File: src/rtl/sender_arbiter.sv
// Round-robin sharing of one valid/ready sender channel among NREQ requesters,
// with a watchdog that aborts transfers the sink never accepts.

module sender_arbiter_checker #(
   parameter int WIDTH = 8,
   parameter int NREQ  = 4
) (
   input logic             clk,
   input logic             rst,
   input logic [NREQ-1:0]  gnt,
   input logic [NREQ-1:0]  done,
   input logic [WIDTH-1:0] data_out,
   input logic             valid,
   input logic             ready,
   input logic             busy,
   input logic             timeout_err
);

   a_gnt_onehot:  assert property (@(posedge clk) disable iff (!rst) $onehot0(gnt));
   a_done_onehot: assert property (@(posedge clk) disable iff (!rst) $onehot0(done));
   a_gnt_done:    assert property (@(posedge clk) disable iff (!rst) !((|gnt) && (|done)));
   a_gnt_err:     assert property (@(posedge clk) disable iff (!rst) !((|gnt) && timeout_err));
   a_done_err:    assert property (@(posedge clk) disable iff (!rst) !((|done) && timeout_err));
   a_busy_valid:  assert property (@(posedge clk) disable iff (!rst) (valid == busy));
   a_gnt_valid:   assert property (@(posedge clk) disable iff (!rst) (|gnt) |-> valid);
   a_done_idle:   assert property (@(posedge clk) disable iff (!rst) (|done) |-> !valid);
   a_err_idle:    assert property (@(posedge clk) disable iff (!rst) timeout_err |-> !valid);
   // Word must not move while the sink is still being offered it.
   a_stable:      assert property (@(posedge clk) disable iff (!rst)
                                   (valid && $past(valid)) |-> $stable(data_out));

endmodule

module sender_arbiter #(
   parameter int WIDTH   = 8,
   parameter int NREQ    = 4,
   parameter int TIMEOUT = 16
) (
   input  logic                  clk,
   input  logic                  rst,
   input  logic [NREQ-1:0]       req,
   input  logic [NREQ*WIDTH-1:0] data_in,
   output logic [NREQ-1:0]       gnt,
   output logic [NREQ-1:0]       done,
   output logic [WIDTH-1:0]      data_out,
   output logic                  valid,
   input  logic                  ready,
   output logic                  busy,
   output logic                  timeout_err
);

   localparam int PW = (NREQ > 1) ? $clog2(NREQ) : 1;
   localparam int CW = $clog2(TIMEOUT + 1);

   typedef enum logic [0:0] {
      IDLE = 1'b0,
      SEND = 1'b1
   } state_t;

   state_t            state_r, state_s;
   logic [PW-1:0]     ptr_r, ptr_s;
   logic [PW-1:0]     win_r, win_s;
   logic [PW-1:0]     pick_s;
   logic [CW-1:0]     wait_r, wait_s;
   logic [NREQ-1:0]   gnt_s, done_s;
   logic              err_s;
   logic              valid_s;
   logic [WIDTH-1:0]  data_s;

   // First set request bit searching upward from p, wrapping mod NREQ.
   function automatic logic [PW-1:0] pick_winner(input logic [NREQ-1:0] r,
                                                 input logic [PW-1:0]   p);
      logic [PW-1:0] w;
      logic          found;
      int            idx;
      w     = p;
      found = 1'b0;
      for (int k = 0; k < NREQ; k++) begin
         idx = (int'(p) + k) % NREQ;
         if (!found && r[idx]) begin
            w     = PW'(idx);
            found = 1'b1;
         end else begin
            found = found;
         end
      end
      return w;
   endfunction

   function automatic logic [NREQ-1:0] onehot(input logic [PW-1:0] i);
      logic [NREQ-1:0] o;
      for (int k = 0; k < NREQ; k++) begin
         o[k] = (i == PW'(k));
      end
      return o;
   endfunction

   function automatic logic [PW-1:0] next_idx(input logic [PW-1:0] i);
      return PW'((int'(i) + 1) % NREQ);
   endfunction

   assign pick_s = pick_winner(req, ptr_r);

   // Next-state and next-output decode.
   always_comb begin
      state_s = state_r;
      ptr_s   = ptr_r;
      win_s   = win_r;
      wait_s  = wait_r;
      gnt_s   = {NREQ{1'b0}};
      done_s  = {NREQ{1'b0}};
      err_s   = 1'b0;
      valid_s = valid;
      data_s  = data_out;
      case (state_r)
         IDLE: begin
            if (req != {NREQ{1'b0}}) begin
               win_s   = pick_s;
               data_s  = data_in[int'(pick_s)*WIDTH +: WIDTH];
               gnt_s   = onehot(pick_s);
               valid_s = 1'b1;
               state_s = SEND;
            end else begin
               state_s = IDLE;
            end
         end
         SEND: begin
            // A ready on the final watchdog cycle still completes the transfer.
            if (ready) begin
               done_s  = onehot(win_r);
               ptr_s   = next_idx(win_r);
               wait_s  = {CW{1'b0}};
               valid_s = 1'b0;
               state_s = IDLE;
            end else if (wait_r == CW'(TIMEOUT - 1)) begin
               err_s   = 1'b1;
               ptr_s   = next_idx(win_r);
               wait_s  = {CW{1'b0}};
               valid_s = 1'b0;
               state_s = IDLE;
            end else begin
               wait_s  = wait_r + CW'(1);
            end
         end
         default: begin
            wait_s  = {CW{1'b0}};
            valid_s = 1'b0;
            state_s = IDLE;
         end
      endcase
   end

   // State and registered outputs; async reset drops any in-flight word.
   always_ff @(posedge clk or negedge rst) begin
      if (!rst) begin
         state_r     <= IDLE;
         ptr_r       <= {PW{1'b0}};
         win_r       <= {PW{1'b0}};
         wait_r      <= {CW{1'b0}};
         gnt         <= {NREQ{1'b0}};
         done        <= {NREQ{1'b0}};
         data_out    <= {WIDTH{1'b0}};
         valid       <= 1'b0;
         busy        <= 1'b0;
         timeout_err <= 1'b0;
      end else begin
         state_r     <= state_s;
         ptr_r       <= ptr_s;
         win_r       <= win_s;
         wait_r      <= wait_s;
         gnt         <= gnt_s;
         done        <= done_s;
         data_out    <= data_s;
         valid       <= valid_s;
         busy        <= (state_s != IDLE);
         timeout_err <= err_s;
      end
   end

   sender_arbiter_checker #(
      .WIDTH (WIDTH),
      .NREQ  (NREQ)
   ) u_checker (
      .clk         (clk),
      .rst         (rst),
      .gnt         (gnt),
      .done        (done),
      .data_out    (data_out),
      .valid       (valid),
      .ready       (ready),
      .busy        (busy),
      .timeout_err (timeout_err)
   );

endmodule

File: config.mk
export PLATFORM = sky130hd
export DESIGN_NAME = sender_arbiter
export DESIGN_NICKNAME = d
export VERILOG_FILES = /design/src/rtl/sender_arbiter.sv
export SDC_FILE = /design/constraint.sdc
export NUM_CORES = 1
export LEC_CHECK = 0
export BUFFER_PORTS_ARGS = -buffer_cell sky130_fd_sc_hd__buf_4
export CORE_MARGIN = 2
export CORE_UTILIZATION = 44
export CTS_CLUSTER_DIAMETER = 50
export CTS_CLUSTER_SIZE = 16
export DETAILED_ROUTE_END_ITERATION = 6
export PLACE_DENSITY = 0.72
export SLEW_MARGIN = 10
export SYNTH_ARGS = -nofsm -noshare
export SYNTH_HDL_FRONTEND = slang
export SYNTH_SLANG_ARGS = --single-unit
export TNS_END_PERCENT = 10
File: constraint.sdc
create_clock -name clk -period 1.95 [get_ports clk]
set_clock_uncertainty 0.15 [all_clocks]
set_input_delay 0 -clock clk [delete_from_list [all_inputs] [get_ports clk]]
set_output_delay 0 -clock clk [all_outputs]
set_load 0.05 [all_outputs]
# ---- Word level (Yosys, flattened, before mapping)
# Cells that the tools add are included.
dict set report op_classes {
  n_addsub 5
  order_cmp 4
  eq_ne 9
  shifts 1
  mux 36
  n_bitwise 4
  n_reduce_logical 16
}
# operator n
set op_table {}
lappend op_table {{32-bit by 6-bit indexed part select with 8-bit output} 1}
lappend op_table {{1-bit two-way mux} 19}
lappend op_table {{4-bit two-way mux} 4}
lappend op_table {{3-bit by 4-bit < comparator with 1-bit output (second input constant)} 3}
lappend op_table {{2-bit two-way mux} 5}
lappend op_table {{5-bit two-way mux} 2}
lappend op_table {{1-bit binary-select mux with 2-bit select} 4}
lappend op_table {{2-bit == test (second input constant)} 4}
lappend op_table {{2-bit AND reduction} 3}
lappend op_table {{2-bit OR reduction} 3}
lappend op_table {{5-bit by 1-bit adder with 5-bit output (second input constant)} 1}
lappend op_table {{5-bit by 4-bit == test with 1-bit output (second input constant)} 1}
lappend op_table {{2-bit by 1-bit adder with 2-bit output (second input constant)} 2}
lappend op_table {{2-bit adder (second input constant)} 2}
lappend op_table {{2-bit by 1-bit == test with 1-bit output (second input constant)} 2}
lappend op_table {{2-bit logical NOT} 2}
lappend op_table {{1-bit one-hot mux with 2 select lines} 2}
lappend op_table {{4-bit nonzero test} 1}
lappend op_table {{1-bit bitwise AND (first input constant)} 3}
lappend op_table {{1-bit logical AND} 3}
lappend op_table {{1-bit logical NOT} 3}
lappend op_table {{2-bit by 3-bit < comparator with 1-bit output (second input constant)} 1}
lappend op_table {{3-bit by 2-bit != test with 1-bit output (second input constant)} 1}
lappend op_table {{2-bit != test (second input constant)} 1}
lappend op_table {{2 further kinds} 2}
dict set report totals {
  ff_bits 28
  in_bits 39
  out_inout_bits 19
  wordCells 84
}

# ---- Longest topological paths before layout
# Gate-level depths: netlist of the first run.
dict set report depth {
  ltp_word 17
  ltp_mapped 7
  ltp_nobuf 6
}

# ---- Least setup slack after synthesis of the first run
# Ideal clock, no wire load.
dict set report synth_path {
  path_kind {register to register}
  from {reg wait_r[0]}
  to {reg ptr_r[1]}
  setup_ns 0.125
  arrival_ns 1.438
  required_time_ns 1.675
  slack_ns 0.237
  path_stages_with_launch 6
  path_buffers 0
  synth_period_minus_slack_ns 1.713
  cell_sequence {dfrtp_1 ha_1 nand3_1 nor2_1 o21ai_0 mux2_2}
}
dict set report synth_via {
  elab_chain_len 3
}
# element line_no
set synth_lines {}
lappend synth_lines {{start: declaration} 64} ;# logic [CW-1:0] wait_r, wait_s;
lappend synth_lines {{start signal: assignment} 159} ;# wait_r <= {CW{1'b0}};
lappend synth_lines {{start signal: assignment} 170} ;# wait_r <= wait_s;
lappend synth_lines {{5-bit by 4-bit == test with 1-bit output} 135} ;# end else if (wait_r == CW'(TIMEOUT - 1)) begin
lappend synth_lines {{2-bit nonzero test (no source line)} --}
lappend synth_lines {{2-bit AND reduction (no source line)} --}
lappend synth_lines {{end signal: assignment} 157} ;# ptr_r <= {PW{1'b0}};
lappend synth_lines {{end signal: assignment} 168} ;# ptr_r <= ptr_s;
lappend synth_lines {{end: declaration} 61} ;# logic [PW-1:0] ptr_r, ptr_s;
# No other way between the ends.
# A chain may end at the register's enable or synchronous reset.

# ---- Worst setup path in the final report of the first run
dict set report layout_path {
  from {reg ptr_r[0]}
  to {reg data_out[1]}
}
dict set report layout_via {
  elab_chain_len 13
  word_cells_on_any_way 27
  classes_between {3 x add/sub; 1 x shift; 17 x mux; 6 x reduce/logical}
}
# element line_no
set layout_lines {}
lappend layout_lines {{2-bit by 1-bit adder with 2-bit output / 1-bit binary-select mux with 2-bit select (equally long branches)} {79, 80}}
lappend layout_lines {{1-bit binary-select mux with 2-bit select / 1-bit two-way mux (equally long branches)} 80} ;# if (!found && r[idx]) begin
lappend layout_lines {{1-bit two-way mux (implied by the code)} 80}
lappend layout_lines {{1-bit two-way mux (implied by the code) / 1-bit logical NOT (equally long branches)} 80}
lappend layout_lines {{1-bit logical AND} 80}
lappend layout_lines {{1-bit two-way mux} 80}
lappend layout_lines {{1-bit logical NOT} 80}
lappend layout_lines {{1-bit logical AND} 80}
lappend layout_lines {{1-bit two-way mux} 80}
lappend layout_lines {{1-bit logical NOT} 80}
lappend layout_lines {{1-bit logical AND} 80}
lappend layout_lines {{2-bit two-way mux (*)} 80}
lappend layout_lines {{32-bit by 6-bit indexed part select with 8-bit output (*)} 119} ;# data_s = data_in[int'(pick_s)*WIDTH +: WIDTH];
lappend layout_lines {{end signal: assignment} 162} ;# data_out <= {WIDTH{1'b0}};
lappend layout_lines {{end signal: assignment} 173} ;# data_out <= data_s;
lappend layout_lines {{end: declaration} 45} ;# output logic [WIDTH-1:0] data_out,
# Every way passes the cells marked *; elsewhere a longest branch is shown, timed or not. The select of a mux whose other input is x is not followed.

==> results.md, run 1 <==
* Non-Filler Instances at between 200 and 300
* Critical path type: reg2reg
* Fillcell total at about 250
* Area added between synthesis and finish at 53.8%
* Drt pass-1 iters at 4
* Yosys cell types at 37
* CP Capture Type: flop
* Core Util, Final at 71.9%
* PwrDens at 1370 nW/um2
* Total Power Consumption at between 0.003 and 0.004 W
* Overall global routing resource usage at approximately 20%
* Combinational Power Share at 59.8%
* CP cell instances: nor2b_1 -> o21ai_4 -> nand3_2 -> buf_12 -> mux2i_1 -> a211oi_2
* Largest net degree at the start of global routing at 29
* Delay-heaviest family, CP: flip-flops
* Maximum fanout along the worst path at 18
* Post-DP Area at about 2100 um2
* Antenna Nets Post-Route at 0
* WL/cell at about 15 um
* Synthesis-stage register bit count at 28
* Synth Warn # at 0
* Switching Fraction at between 40% and 50%
* Die ar. at roughly 4100 um2
* Met2 WL at 2.13 mm
* Setup TNS at 0 ns
* Max rail drop VDD at approximately 1 mV
* Port buffer count at 57
* RSZ-0062 raised after global routing: no
* Vias in the first global route at ~1400
* I/O pin total at 58
* Initial antenna violation count at 0
* Via count at 1384
* Post-CTS Repair Setup Buffers at 0
* Worst-Skew Late Latency at 0.32 ns
* Fin. Hold Viols at 0
* Die Ht at approximately 64 um
* Slew @ Worst Pin at approximately 0.33 ns
* Max-Cap Viols at 0
* Synth Instances at 134
* Synthesized area per cell at roughly 12 um2
* Routability cong. at 0.840
* Worst Path Buf+Inv at 1
* Slew margin rel. at 77.6%
* Most common cell after layout, fill and taps aside: buf_4
* Slew Limit Fails at 0
* Pleak at 1.14 nW
* Clock root buffer: clkbuf_4
* DR top layer: met4
* Via-per-instance ratio at 5.11
* ANT cells at 0
* Max stage delay on crit path at approximately 0.47 ns
* Initial core utilization at between 40% and 50%
* Total Nets Final at between 200 and 300
* Tcrit/Tclk final at between 90% and 100%
* Flop pwr share at slightly below 30%
* Iter 0 DRT Violations at 27
* Crit path DAT at around 1.9 ns
* Startpoint Class: flop
* Wl on met1 at about 1.7 mm
* H-tree Lvls at 1
* Synthesized area at 1580 um2
* Clock-pin slew on the worst setup and hold paths at approximately 0.15 ns
* Highest clock rate at roughly 550 MHz
* TritonCTS clock tree: yes
* Final instance area at about 2400 um2
* NetSw at between 0.0015 and 0.002 W
* CTS Buffer Depth at 2
* Internal power at 0.00179 W
* Congestion Overflow GR at 0
* # rows at 21
* Sink Count at 28
* Drc violations at 0
* Met3 WL at 150 um
* TritonCTS Buffers at 3
* Final wirelength at 4.01 mm
* DP Wirelength at roughly 2.8 mm
* Min Tclk post-route at between 1.5 and 2 ns
* Critical path data required time at ~2.0 ns
* Commonest cells after routing, fill and taps aside: 62 x buf_4, 29 x dlygate4sd3_1, 28 x dfrtp_1, 16 x a211oi_2, 14 x nor2_1
* Outcome: finished clean
* CORE AREA at about 3400 um2
* Min-delay worst type: in2reg
* Slowest cell on crit path: dfrtp_1
* Fraction of layout cells with a size suffix above 1 at between 40% and 50%
* Dpl cells at 237
* First-pass GRT wire length at 6.53 mm
* Final Setup Violations at 0
* Sequential fraction of the synthesis area at ~44%
* Die width at 64 um
* Syn nets at around 180
* Clock power frac at a little under an eighth
synthesized netlist by cell type (all sizes together):
library cell / number / area, um2
a21boi: 1 / 7.51
a21oi: 1 / 8.76
mux2i: 9 / 90.1
nor4b: 1 / 8.76
and2: 2 / 12.5
o21ai: 6 / 45.1
dfrtp: 28 / 701
ha: 5 / 62.6
nor4: 1 / 21.3
nand2: 2 / 7.51
inv: 5 / 18.8
a211oi: 16 / 200
mux2: 1 / 11.3
nor3: 2 / 10.0
and4: 8 / 70.1
buf: 5 / 51.3
o21bai: 1 / 18.8
and3b: 1 / 8.76
nor2: 14 / 52.6
nor2b: 4 / 27.5
a211o: 1 / 17.5
clkbuf: 1 / 3.75
or3b: 1 / 8.76
and3: 6 / 37.5
o21a: 3 / 22.5
o22ai: 2 / 12.5
xnor2: 1 / 8.76
nand3: 3 / 20.0
nand4: 1 / 6.26
nand2b: 2 / 12.5
logic make-up after synthesis:
kind of cell    share of synthesized area [%]
simple gates                             19.2
compound gates                           21.0
flops                                    44.2
buf+inv                                  4.66
mux                                      6.40
fa+ha+maj                                3.95
xor+xnor                                0.553
state kept, by name (all words and copies together) (netlist names), 2 cells and up:
| register | flops |
|---|---|
| data_out | 8 |
| done | 4 |
| gnt | 4 |
| ptr_r | 2 |
| wait_r | 5 |
| win_r | 2 |
routing by layer:
| metal | GRT usage (%) | vias to the layer above |
|---|---|---|
| li1 | - | 677 |
| met3 | 1.94 | 4 |
| met1 | 24.9 | 669 |
| met2 | 37.2 | 34 |
| met5 | 0 | - |
| met4 | 7.61 | 0 |
worst register-to-register path: stages, from the launching register on:
cell and delay [ns]:
dfrtp_1 0.47, nor2b_1 0.29, o21ai_4 0.15, nand3_2 0.12, buf_12 0.17, mux2i_1 0.27
a211oi_2 0.10
power groups by stage:
stage,clock (W),combinational [W],sequential (W)
finish,0.000375,0.00199,0.000963
detailed placement,0,0.00193,0.000979
CTS,0.000382,0.00199,0.000964
floorplan,0,0.000916,0.00145
global route,0.000402,0.00212,0.000991
global placement,0,0.00190,0.000959
metrics by stage:
step	hold slack [ns]	setup WS [ns]
2_1_floorplan	-0.446	0.237
3_3_place_gp	-0.219	0.146
3_5_place_dp	-0.214	0.0482
4_1_cts	0.0167	0.0193
5_1_grt	0.0218	0.0107
6_report	0.0137	0.126
worst paths after layout:
path	start	to	slack [ns]	cells after the start
max	ptr_r[0]$_DFFE_PN0P_	data_out[1]$_DFFE_PN0P_	0.13	6
max reg2reg	ptr_r[0]$_DFFE_PN0P_	data_out[1]$_DFFE_PN0P_	0.13	6
min	data_in[27]	data_out[3]$_DFFE_PN0P_	0.01	4
min reg2reg	wait_r[4]$_DFFE_PN0P_	timeout_err$_DFF_PN0_	0.32	1
max in group asynchronous	rst	data_out[4]$_DFFE_PN0P_	0.96	4
min in group asynchronous	rst	ptr_r[0]$_DFFE_PN0P_	0.54	4
what timing repair did:
item | in CTS | in global routing
gates resized for setup | 0 | 1
endpoints found under the hold margin | 48 | 0
hold buffers | 30 | 0
endpoints found under the setup margin | 0 | 8
cell type report:
class	instances	area (um2)	area share, %
Clock buffer	3	22.5	0.924
Timing Repair Buffer	93	796	32.7
Tap cell	46	57.6	2.36
Multi-Input combinational cell	95	811	33.3
Sequential cell	28	701	28.8
Inverter	5	18.8	0.770
Clock inverter	1	30.0	1.23
Power figures use the tool's default switching activity.
==> inputs of run 2 (changes only) <==
Settings changed: ABC_CLOCK_PERIOD_IN_PS set to 1950, RECOVER_POWER set to 25.
==> results.md, run 2 (synthesized netlist as in run 1, its figures left out) <==
* Area added between synthesis and finish at 52.8%
* Fin. Hold Viols at 0
* Final Setup Violations at 0
* Post-CTS Repair Setup Buffers at 0
* Congestion Overflow GR at 0
* Min-delay worst type: in2reg
* Max rail drop VDD at just under 1 mV
* Total Nets Final at 270
* Startpoint Class: flop
* Hold Startpoint: data_in[27]
* TritonCTS Buffers at 3
* Fraction of layout cells with a size suffix above 1 at 42.2%
* DP Wirelength at 2.78 mm
* Fillcell total at 251
* Critical path data required time at just over 2 ns
* Final instance area at ~2400 um2
* CTS Buffer Depth at 2
* Pleak at between 1 and 1.5 nW
* Antenna Nets Post-Route at 0
* # rows at 21
* Overall global routing resource usage at 20.5%
* PwrDens at ~1400 nW/um2
* Worst setup startpoint: ptr_r[0]$_DFFE_PN0P_
* I/O pin total at 58
* Most common cell after layout, fill and taps aside: buf_4
* Maximum fanout along the worst path at 18
* R2r setup slk at roughly 0.13 ns
* Largest net degree at the start of global routing at 29
* Slew @ Worst Pin at between 0.6 and 0.7 ns
* CORE AREA at 3390 um2
* Critical path type: reg2reg
* Hold path depth at 4
* Die ar. at between 4000 and 5000 um2
* H-tree Lvls at 1
* Outcome: finished clean
* CP Capture Type: flop
* Top flop regs: data_out x8, wait_r x5
* Port buffer count at 57
* Routability cong. at 0.840
* Via count at approximately 1400
* Reg2reg start: ptr_r[0]$_DFFE_PN0P_
* Slew Limit Fails at 0
* Clock root buffer: clkbuf_4
* TritonCTS clock tree: yes
* Drt pass-1 iters at 4
* Slew margin rel. at 55.6%
* RSZ-0062 raised after global routing: no
* Highest clock rate at approximately 550 MHz
* Commonest cells after routing, fill and taps aside: 61 x buf_4, 29 x dlygate4sd3_1, 28 x dfrtp_1, 16 x a211oi_2, 14 x nor2_1
* Min Tclk post-route at 1.82 ns
* Sink Count at 28
* Biggest register: data_out
* Setup TNS at 0 ns
* Clock-pin slew on the worst setup and hold paths at 0.15 ns
* Tcrit/Tclk final at between 90% and 100%
* Die Ht at ~64 um
* Via-per-instance ratio at between 5 and 6
* Post-DP Area at 2070 um2
* Max-Cap Viols at 0
* Initial antenna violation count at 0
* Number of flip-flops in the largest register at 8
* Reg2reg path depth at 6
* Drc violations at 0
* Final wirelength at 3.99 mm
* Die width at about 64 um
* Initial core utilization at a little under half
* First-pass GRT wire length at between 6 and 7 mm
* Crit path DAT at between 1.5 and 2 ns
* WL/cell at about 15 um
* Vias in the first global route at around 1400
* ANT cells at 0
* Iter 0 DRT Violations at 19
* Worst-Skew Late Latency at 0.32 ns
run 2: per-stage QoR:
| step | hold slack, ns | worst slack, ns | util [%] | power [W] | std cells |
|---|---|---|---|---|---|
| after global routing | 0.0218 | 0.0107 | 71.4 | 0.00351 | 271 |
| after CTS | 0.0167 | 0.0193 | 71.8 | 0.00334 | 271 |
| final | 0.0140 | 0.127 | 71.4 | 0.00332 | 271 |
| after global placement | -0.219 | 0.146 | 61.1 | 0.00286 | 237 |
| after floorplan | -0.446 | 0.237 | - | 0.00237 | 134 |
| after detailed placement | -0.214 | 0.0482 | 61.1 | 0.00291 | 237 |
run 2: area by class of cell:
type	count	area, um2	share of cell area [%]
clock buffer	3	22.5	0.930
timing repair buffer	93	781	32.2
clock inverter	1	30.0	1.24
sequential	28	701	28.9
inverter	5	18.8	0.775
tap	46	57.6	2.38
multi-input combinational	95	811	33.5
run 2: worst max-delay path, cell delays in order (launching register included):
cell and delay, ns:
dfrtp_1 0.47, nor2b_1 0.29, o21ai_4 0.15, nand3_2 0.12
buf_12 0.17, mux2i_1 0.26, a211oi_2 0.10
run 2: final timing paths:
kind                                                 to
worst max register to register  data_out[1]$_DFFE_PN0P_
worst max-delay path            data_out[1]$_DFFE_PN0P_
min in group asynchronous         wait_r[1]$_DFFE_PN0P_
worst min register to register    timeout_err$_DFF_PN0_
worst min-delay path            data_out[3]$_DFFE_PN0P_
max in group asynchronous         wait_r[3]$_DFFE_PN0P_
run 2: repair_timing:
action / in CTS / in global routing
hold buffers: 30 / 0
endpoints found under the setup margin: 0 / 8
hold endpoints to repair: 48 / 0
gates resized for setup: 0 / 1
run 2: power breakdown:
part / internal (W) / total [W] / switching, W / leakage [nW]
logic: 0.000778 / 0.00199 / 0.00121 / 0.757
registers: 0.000799 / 0.000962 / 0.000163 / 0.350
clock network: 0.000208 / 0.000375 / 0.000167 / 0.0279
total: 0.00178 / 0.00332 / 0.00154 / 1.14
run 2: layer usage:
metal | GRT usage (%) | share of wire, % | vias to the layer above
li1 | - | - | 678
met5 | 0 | 0 | -
met4 | 7.61 | 1.4 | 0
met1 | 24.9 | 42 | 671
met2 | 37.2 | 53 | 32
met3 | 1.94 | 3.6 | 4
